## config.mk

```make
export PLATFORM = sky130hd
export DESIGN_NAME = fifo_stream_reader
export DESIGN_NICKNAME = d
export VERILOG_FILES = /design/src/rtl/fifo_stream_reader_pkg.sv /design/src/rtl/fifo_stream_reader_skid.sv /design/src/rtl/fifo_stream_reader.sv
export SDC_FILE = /design/constraint.sdc
export NUM_CORES = 1
export LEC_CHECK = 0
export CAP_MARGIN = 10
export CORE_UTILIZATION = 35
export CTS_CLUSTER_DIAMETER = 150
export DETAILED_ROUTE_END_ITERATION = 16
export PLACE_DENSITY_LB_ADDON = 0.1
export SYNTH_ARGS = -nofsm -noshare
export SYNTH_HDL_FRONTEND = slang
export SYNTH_HIERARCHICAL = 1
export SYNTH_SLANG_ARGS = --single-unit
```

## constraint.sdc

```tcl
create_clock -name i_clk -period 7 [get_ports i_clk]
set_clock_uncertainty 0.05 [all_clocks]
set_input_delay 0.7 -clock i_clk [delete_from_list [all_inputs] [get_ports i_clk]]
set_output_delay 0.7 -clock i_clk [all_outputs]
set_load 0.1 [all_outputs]
```

## src/rtl/fifo_stream_reader_pkg.sv

```systemverilog
// fifo_stream_reader_pkg: shared state encoding, skid sizing and latency legality helpers
package fifo_stream_reader_pkg;

   typedef enum logic [1:0] {
      IDLE  = 2'd0,
      RUN   = 2'd1,
      DRAIN = 2'd2
   } state_t;

   localparam int MAX_RD_LATENCY = 3;

   function automatic int skid_depth(input int aw);
      return 1 << aw;
   endfunction

   // The skid buffer must cover every in-flight read plus one stalled beat.
   function automatic bit rd_latency_ok(input int lat, input int aw);
      return lat >= 0 && lat <= MAX_RD_LATENCY && skid_depth(aw) >= lat + 2;
   endfunction

endpackage

```

## src/rtl/fifo_stream_reader_skid.sv

```systemverilog
// stream_skid_buf: circular skid buffer absorbing FIFO read latency in front of a stream
//   i_clk, i_rstn   clock, async active-low reset
//   i_push          write i_push_data at the write pointer (caller guarantees room)
//   i_pop           consume the head word; ignored while empty
//   o_data          word at the registered read pointer
//   o_count         occupancy, 0..2**AW
module stream_skid_buf
   import fifo_stream_reader_pkg::*;
#(
   parameter int DATA_WIDTH = 32,
   parameter int AW         = 2
) (
   input  logic                  i_clk,
   input  logic                  i_rstn,
   input  logic                  i_push,
   input  logic [DATA_WIDTH-1:0] i_push_data,
   input  logic                  i_pop,
   output logic [DATA_WIDTH-1:0] o_data,
   output logic [AW:0]           o_count
);

   localparam int DEPTH = skid_depth(AW);

   logic [DATA_WIDTH-1:0] mem [DEPTH];
   logic [AW-1:0]         wr_ptr;
   logic [AW-1:0]         rd_ptr;
   logic [AW:0]           count;
   logic                  pop_ok;

   assign pop_ok = i_pop && count != '0;

   // Pointers are AW bits wide so they wrap modulo DEPTH for free.
   always_ff @(posedge i_clk or negedge i_rstn) begin
      if (!i_rstn) begin
         for (int i = 0; i < DEPTH; i++) mem[i] <= '0;
         wr_ptr <= '0;
         rd_ptr <= '0;
         count  <= '0;
      end else begin
         if (i_push) begin
            mem[wr_ptr] <= i_push_data;
            wr_ptr      <= wr_ptr + 1'b1;
         end
         if (pop_ok) rd_ptr <= rd_ptr + 1'b1;
         count <= count + {{AW{1'b0}}, i_push} - {{AW{1'b0}}, pop_ok};
      end
   end

   assign o_data  = mem[rd_ptr];
   assign o_count = count;

endmodule

```

## src/rtl/fifo_stream_reader.sv

```systemverilog
// fifo_stream_reader: pops a synchronous FIFO and presents its words as a valid/ready stream
//   i_clk, i_rstn   clock, async active-low reset (drops in-flight reads)
//   i_en            drain enable
//   o_fifo_rd       FIFO read strobe
//   i_fifo_data     FIFO read data, valid RD_LATENCY edges after o_fifo_rd
//   i_fifo_empty    FIFO registered empty flag
//   o_tdata         stream data
//   o_tvalid        stream valid
//   i_tready        stream ready
//   o_count         skid buffer occupancy
//   o_busy          engine not idle
//   o_xfer_cnt      accepted stream beats, saturating
module fifo_stream_reader
   import fifo_stream_reader_pkg::*;
#(
   parameter int DATA_WIDTH = 32,
   parameter int RD_LATENCY = 0,
   parameter int SKID_AW    = 2,
   parameter int CNT_WIDTH  = 16
) (
   input  logic                  i_clk,
   input  logic                  i_rstn,
   input  logic                  i_en,
   output logic                  o_fifo_rd,
   input  logic [DATA_WIDTH-1:0] i_fifo_data,
   input  logic                  i_fifo_empty,
   output logic [DATA_WIDTH-1:0] o_tdata,
   output logic                  o_tvalid,
   input  logic                  i_tready,
   output logic [SKID_AW:0]      o_count,
   output logic                  o_busy,
   output logic [CNT_WIDTH-1:0]  o_xfer_cnt
);

   localparam int SKID_DEPTH = skid_depth(SKID_AW);
   localparam bit CFG_OK     = rd_latency_ok(RD_LATENCY, SKID_AW);

   if (!CFG_OK) begin : g_bad_cfg
      $error("fifo_stream_reader: RD_LATENCY must be 0..3 and 2**SKID_AW >= RD_LATENCY+2");
   end

   state_t      state;
   state_t      state_n;
   logic        push;
   logic [2:0]  inflight;
   logic [SKID_AW:0] occ;
   logic        drained;
   logic        beat;

   // Read-valid pipe: a 1 leaves the end exactly when the FIFO data for that read is present.
   if (RD_LATENCY == 0) begin : g_lat0
      assign push     = o_fifo_rd;
      assign inflight = '0;
   end else begin : g_latn
      logic [RD_LATENCY-1:0] pipe;
      always_ff @(posedge i_clk or negedge i_rstn) begin
         if (!i_rstn) begin
            pipe <= '0;
         end else begin
            pipe[0] <= o_fifo_rd;
            for (int i = 1; i < RD_LATENCY; i++) pipe[i] <= pipe[i-1];
         end
      end
      assign push     = pipe[RD_LATENCY-1];
      assign inflight = 3'($countones(pipe));
   end

   stream_skid_buf #(
      .DATA_WIDTH (DATA_WIDTH),
      .AW         (SKID_AW)
   ) u_skid (
      .i_clk       (i_clk),
      .i_rstn      (i_rstn),
      .i_push      (push),
      .i_push_data (i_fifo_data),
      .i_pop       (beat),
      .o_data      (o_tdata),
      .o_count     (occ)
   );

   always_ff @(posedge i_clk or negedge i_rstn) begin
      if (!i_rstn) state <= IDLE;
      else         state <= state_n;
   end

   // Credits count buffered plus in-flight words and deliberately ignore a same-cycle pop,
   // so the strobe never depends on i_tready.
   always_comb begin
      drained   = occ == '0 && inflight == '0;
      o_fifo_rd = i_en && !i_fifo_empty && state != DRAIN
                  && (int'(occ) + int'(inflight) < SKID_DEPTH);
      state_n   = i_en ? RUN : (state == IDLE || drained) ? IDLE : DRAIN;
   end

   assign o_tvalid = occ != '0;
   assign o_count  = occ;
   assign o_busy   = state != IDLE;
   assign beat     = o_tvalid && i_tready;

   always_ff @(posedge i_clk or negedge i_rstn) begin
      if (!i_rstn)                          o_xfer_cnt <= '0;
      else if (beat && o_xfer_cnt != '1)    o_xfer_cnt <= o_xfer_cnt + 1'b1;
   end

endmodule
```

## Word level (Yosys, flattened, before mapping)

Cells that the tools add are included.

| operators by class | value |
|---|---|
| equality and inequality tests | 2 |
| muxes and demuxes | 8 |
| magnitude comparators | 4 |
| reduce and logical (&&, ||, !) cells | 13 |
| add/subtract/negate cells | 5 |
| bitwise operators | 2 |

Operators by type and width:

| operator | count |
|---|---|
| 128-bit bitwise mux | 1 |
| 32-bit two-way mux | 3 |
| 32-bit binary-select mux with 2-bit select | 1 |
| 32-bit demux with 2-bit select | 1 |
| 16-bit by 1-bit adder with 16-bit output, second input constant | 1 |
| 16-bit != test, second input constant | 1 |
| 1-bit logical AND | 7 |
| 3-bit >= comparator, second input constant | 2 |
| 2-bit NOT with 3-bit output | 2 |
| 2-bit by 1-bit adder with 2-bit output, second input constant | 2 |
| 2-bit two-way mux | 2 |
| 3-bit by 1-bit adder with 3-bit output | 1 |
| 3-bit zero test | 1 |
| 3-bit by 1-bit < comparator with 1-bit output, second input constant | 1 |
| 3-bit < comparator, second input constant | 1 |
| 3-bit nonzero test | 1 |
| 3-bit by 1-bit subtractor with 3-bit output | 1 |
| 2-bit zero test | 1 |
| 2-bit != test, second input constant | 1 |
| 2-bit nonzero test | 1 |
| 1-bit zero test | 1 |
| 1-bit logical OR | 1 |

| storage, ports and cells | value |
|---|---|
| logic and storage cells | 43 |
| flip-flop bits (word level) | 153 |
| input port bits | 37 |
| output and inout port bits | 54 |

## Depth between registers and ports, before layout

| logic depth | value |
|---|---|
| depth in word-level cells | 6 |
| mapped depth | 10 |
| gate-level depth less buffers | 9 |

## By module

Netlist, hierarchy kept.

By module, submodules not included:

| module | seq. area each (um^2) | cells an instance | area each (um^2) | times used |
|---|---|---|---|---|
| stream_skid_buf | 3,378.2 | 342 | 6,038.3 | 1 |
| fifo_stream_reader | 450.4 | 82 | 903.4 | 1 |

## Least setup slack after synthesis

OpenSTA, ideal clock, no wires.

| timing | value |
|---|---|
| kind | register to register |
| start | register u_skid.count[2], in the netlist u_skid/o_count[2] |
| end | register u_skid.count[2], in the netlist u_skid/o_count[2] |
| cell stages (with the launch flop) | 10 |
| buffers on the path | 1 |
| clock period less this slack | 6.084 ns |
| data required time | 6.823 ns |
| setup time | 0.127 ns |
| path slack | 0.916 ns |
| data arrival time | 5.907 ns |
| path through | dfrtp_1 nor4b_1 buf_4 inv_1 ha_1 inv_1 ha_1 fa_1 xnor2_1 xnor2_1 |

| between the ends | value |
|---|---|
| cells in the longest elaborated chain, start to end | 4 |
| elaborated cells on any way between the ends | 7 |
| those cells by class | add/sub: 2; order compare: 1; reduce/logical: 4 |

Ends and longest elaborated chain:

| what | line | source |
|---|---|---|
| start, declared | fifo_stream_reader_skid.sv:27 | `logic [AW:0] count;` |
| start signal, assigned | fifo_stream_reader_skid.sv:45 | `count <= count + {{AW{1'b0}}, i_push} - {{AW{1'b0}}, pop_ok};` |
| 3-bit < comparator | fifo_stream_reader.sv:91 | `&& (int'(occ) + int'(inflight) < SKID_DEPTH);` |
| 1-bit logical AND | fifo_stream_reader.sv:91 |  |
| via o_fifo_rd | fifo_stream_reader.sv:24 | `output logic o_fifo_rd,` |
| 3-bit by 1-bit adder with 3-bit output | fifo_stream_reader_skid.sv:45 |  |
| 3-bit by 1-bit subtractor with 3-bit output | fifo_stream_reader_skid.sv:45 |  |

The timed path passes the listed nets, and every way through them passes these cells.
A chain may end at the register's enable or synchronous reset.

## Worst setup path after layout

| timing | value |
|---|---|
| start | register u_skid.rd_ptr[0] |
| end | output o_tdata[31] |

| between the ends | value |
|---|---|
| cells in the longest elaborated chain, start to end | 4 |

Ends and longest elaborated chain:

| what | line | source |
|---|---|---|
| start, declared | fifo_stream_reader_skid.sv:26 | `logic [AW-1:0] rd_ptr;` |
| start signal, assigned | fifo_stream_reader_skid.sv:44 | `if (pop_ok) rd_ptr <= rd_ptr + 1'b1;` |
| 2-bit NOT with 3-bit output (implied by the code) | fifo_stream_reader_skid.sv:49 | `assign o_data = mem[rd_ptr];` |
| 32-bit binary-select mux with 2-bit select | fifo_stream_reader_skid.sv:49 |  |
| 32-bit two-way mux (implied by the code) (2 in a row) | fifo_stream_reader_skid.sv:49 |  |
| end, declared | fifo_stream_reader.sv:27 | `output logic [DATA_WIDTH-1:0] o_tdata,` |

No other way between the ends. The select of a mux whose other input is x is not followed.

==> summary.md <==
| Metric | Value |
|---|---|
| Top-count cell post-synth | `dfrtp_1` |
| Residual DRC | `0` |
| Starting Density | `0.357` |
| Synth cell count leaders | `dfrtp_1, mux2_2, mux4_2, xor2_1, buf_6` |
| Setup violators final | `0` |
| DP HPWL | `8600 um` |
| # H-tree levels | `4` |
| FFs w/ async S/R, synth | `1.00` |
| I/O pins | `91` |
| Simple-Gate Fraction of Synth Area | `0.0458` |
| GRT overflow | `0` |
| Die Width | `143 um` |
| Crit-path max FO | `32` |
| Synthesis Warnings | `6` |
| CP required | `6.25 ns` |
| Largest family of logic cells by synthesized area | `multiplexers` |
| WP data arrival | `3.02 ns` |
| Crit share post-route | `0.538` |
| Final min period | `3.77 ns` |
| Largest net degree at the start of global routing | `80` |
| Fillers | `1767` |
| CTS Root Cell | `clkbuf_16` |
| Min-delay worst type | `in2async` |
| Hold Slack | `0.256 ns` |
| Status | `finished clean` |
| Hold buffer count at CTS | `0` |
| Vias in the first global route | `4258` |
| Netlist cell types | `43` |
| Cell Chain, Critical Path | `buf_4, mux4_1, clkdlybuf4s50_1` |
| Startpoint Class | `flip-flop` |
| Initial antenna violation count | `0` |
| GPL Wtd Cong | `0.728` |
| Area contributors post-synth | `dfrtp_1, mux2_2, mux4_2, buf_6, xor2_1` |
| Crit. End Element | `primary output` |
| Via count | `3895` |
| Layout cells sized above 1 | `0.376` |
| Nets | `559` |
| Number of synthesized flops with an enable pin | `0` |
| Core area | `19500 um2` |
| CP max stage delay | `0.98 ns` |
| Synth top area share | `0.552` |
| Worst skew pair latency | `0.41 ns` |
| WP buf/inv | `2` |
| Most used DFF post-synth | `dfrtp_1` |
| DRT Pass-1 Iters | `4` |
| Synth Area in Adders | `0.0155` |
| Inserted Diodes | `0` |
| Critical Path Slowest Stage Cell | `clkdlybuf4s50_1` |
| Die Y | `143 um` |
| Final hold vios | `0` |
| Slew @ Worst Pin | `1.06 ns` |
| Drt total wl | `14300 um` |
| Gr usage total | `0.154` |
| Xor-xnor portion of the synthesized cell area | `0.0214` |
| CTS sink cnt | `153` |
| TritonCTS clock tree | `done` |
| Row cnt | `51` |
| I/O Buffers | `90` |
| Biggest area consumer among synthesized cells | `dfrtp_1` |
| CP delay by family, top | `buffers and inverters` |
| Compound-Gate Fraction of Synth Area | `0.00829` |
| Cells after Synth | `424` |
| Post-CTS sizing | `0` |
| Initial drt markers | `139` |
| Full die area | `20400 um2` |
| Max-Cap Viols | `0` |
| Seq/Total Area, Yosys | `0.552` |
| Max Clock Freq | `0.266 GHz` |
| First-pass GRT wire length | `23500 um` |
| Post-route ant nets | `0` |
| Setup bufs post-CTS | `0` |
| Max-slew violations | `0` |
| Longest Clk Path Bufs | `2` |
| RSZ-0062 raised after global routing | `false` |
| CTS clock-pin slew for the worst setup and hold paths | `0.06 ns` |
| Register bit count reported by yosys | `153` |
| Synth Net Count | `469` |
| Drt wl/cell | `18.1 um` |
| CTS Buf Count | `17` |
| Syn Area/Cell | `16.4 um2` |
| Setup TNS | `0 ns` |
| Via density | `4.92` |
| Netlist Area Pre-Place | `6940 um2` |
| Area Overhead vs Synth | `23.4%` |
| Relative slew slack | `0.288` |
| Kind of critical path | `reg2out` |
| Mux contribution to synthesized area | `0.319` |
[cell usage in the layout (no fill, tap or decap), types with 3 or more instances in the layout]
cell and instances:
mux4_1 4, nor2_1 3, xnor2_1 4, ha_1 7, inv_1 7, clkbuf_16 17
buf_4 3, mux2_2 121, nor4_1 3, mux4_2 28, mux2_4 4, dfrtp_1 151
bufinv_16 3, nand2_1 8, nand3_1 4, nand2_4 4, o21ai_0 3, clkbuf_1 3
nor3_1 7, clkinv_2 3, mux2_1 5, clkbuf_8 3, xor2_1 13, nand4_1 4
clkdlybuf4s50_1 89
[flip-flops by register name (all words and copies together), names as in the netlist]
name and cells:
u_skid/wr_ptr 2, u_skid/mem 128, u_skid/o_count 3, state 2, o_xfer_cnt 16, u_skid/rd_ptr 2
[through the flow]
stage / cell area [um2] / std cells / util / setup slack, ns
final: 8560 / 791 / 0.440 / 3.23
after global routing: 8560 / 791 / 0.440 / 3.07
after CTS: 8560 / 791 / 0.440 / 3.14
after detailed placement: 7970 / 760 / 0.409 / 3.45
after global placement: 7970 / 760 / 0.409 / 3.48
after floorplan: 6940 / 424 / - / 0.916
[metal layers]
metal / GRT usage / share of wire / vias to the layer above / wire, um
met5: 0 / 0 / - / 0
met3: 0.0419 / 0.037 / 11 / 531
met4: 0.0458 / 0.010 / 0 / 146
li1: - / - / 1748 / -
met2: 0.239 / 0.48 / 65 / 6880
met1: 0.210 / 0.47 / 2071 / 6790
[worst register-to-register path, cell delays in order, from the launching register on]
cell and delay (ns):
dfrtp_1 0.48, o31ai_1 0.68, inv_1 0.18, o31a_1 0.18
ha_1 0.28, inv_1 0.04, ha_1 0.18, fa_1 0.38
xnor2_1 0.19, xnor2_1 0.15
[cell type report]
| cell class | instances | area (um2) | share of cell area |
|---|---|---|---|
| flip-flops and latches | 153 | 3830 | 0.447 |
| multi-input cells | 242 | 2850 | 0.333 |
| repair buffers | 93 | 925 | 0.108 |
| clock buffers | 23 | 478 | 0.0558 |
| well taps | 265 | 332 | 0.0387 |
| clock inverters | 8 | 120 | 0.0140 |
| inverters | 7 | 26.3 | 0.00307 |
[worst paths after layout]
path,from,to,slack [ns],cells past startpoint
min in group i_clk,u_skid/rd_ptr[0],u_skid/rd_ptr[0],0.43,1
worst max register to register,u_skid/o_count[2],u_skid/o_count[2],4.14,9
worst max-delay path,u_skid/rd_ptr[0],o_tdata[31],3.23,3
worst min register to register,u_skid/rd_ptr[0],u_skid/rd_ptr[0],0.43,1
worst min-delay path,i_rstn,u_skid/mem[100],0.26,1
max in group asynchronous,i_rstn,u_skid/rd_ptr[1],5.11,2
[kinds of logic after synthesis]
group | count (synthesis)
AOI/OAI and AO/OA | 8
xor gates and xnor gates | 17
adders and majority gates | 8
buffers and inverters | 29
DFF | 153
muxes | 162
and+or+nand+nor | 47
Power is left out: the tool's default activity adds up to more than one toggle a clock period on the data nets, which glitch-free logic cannot reach.
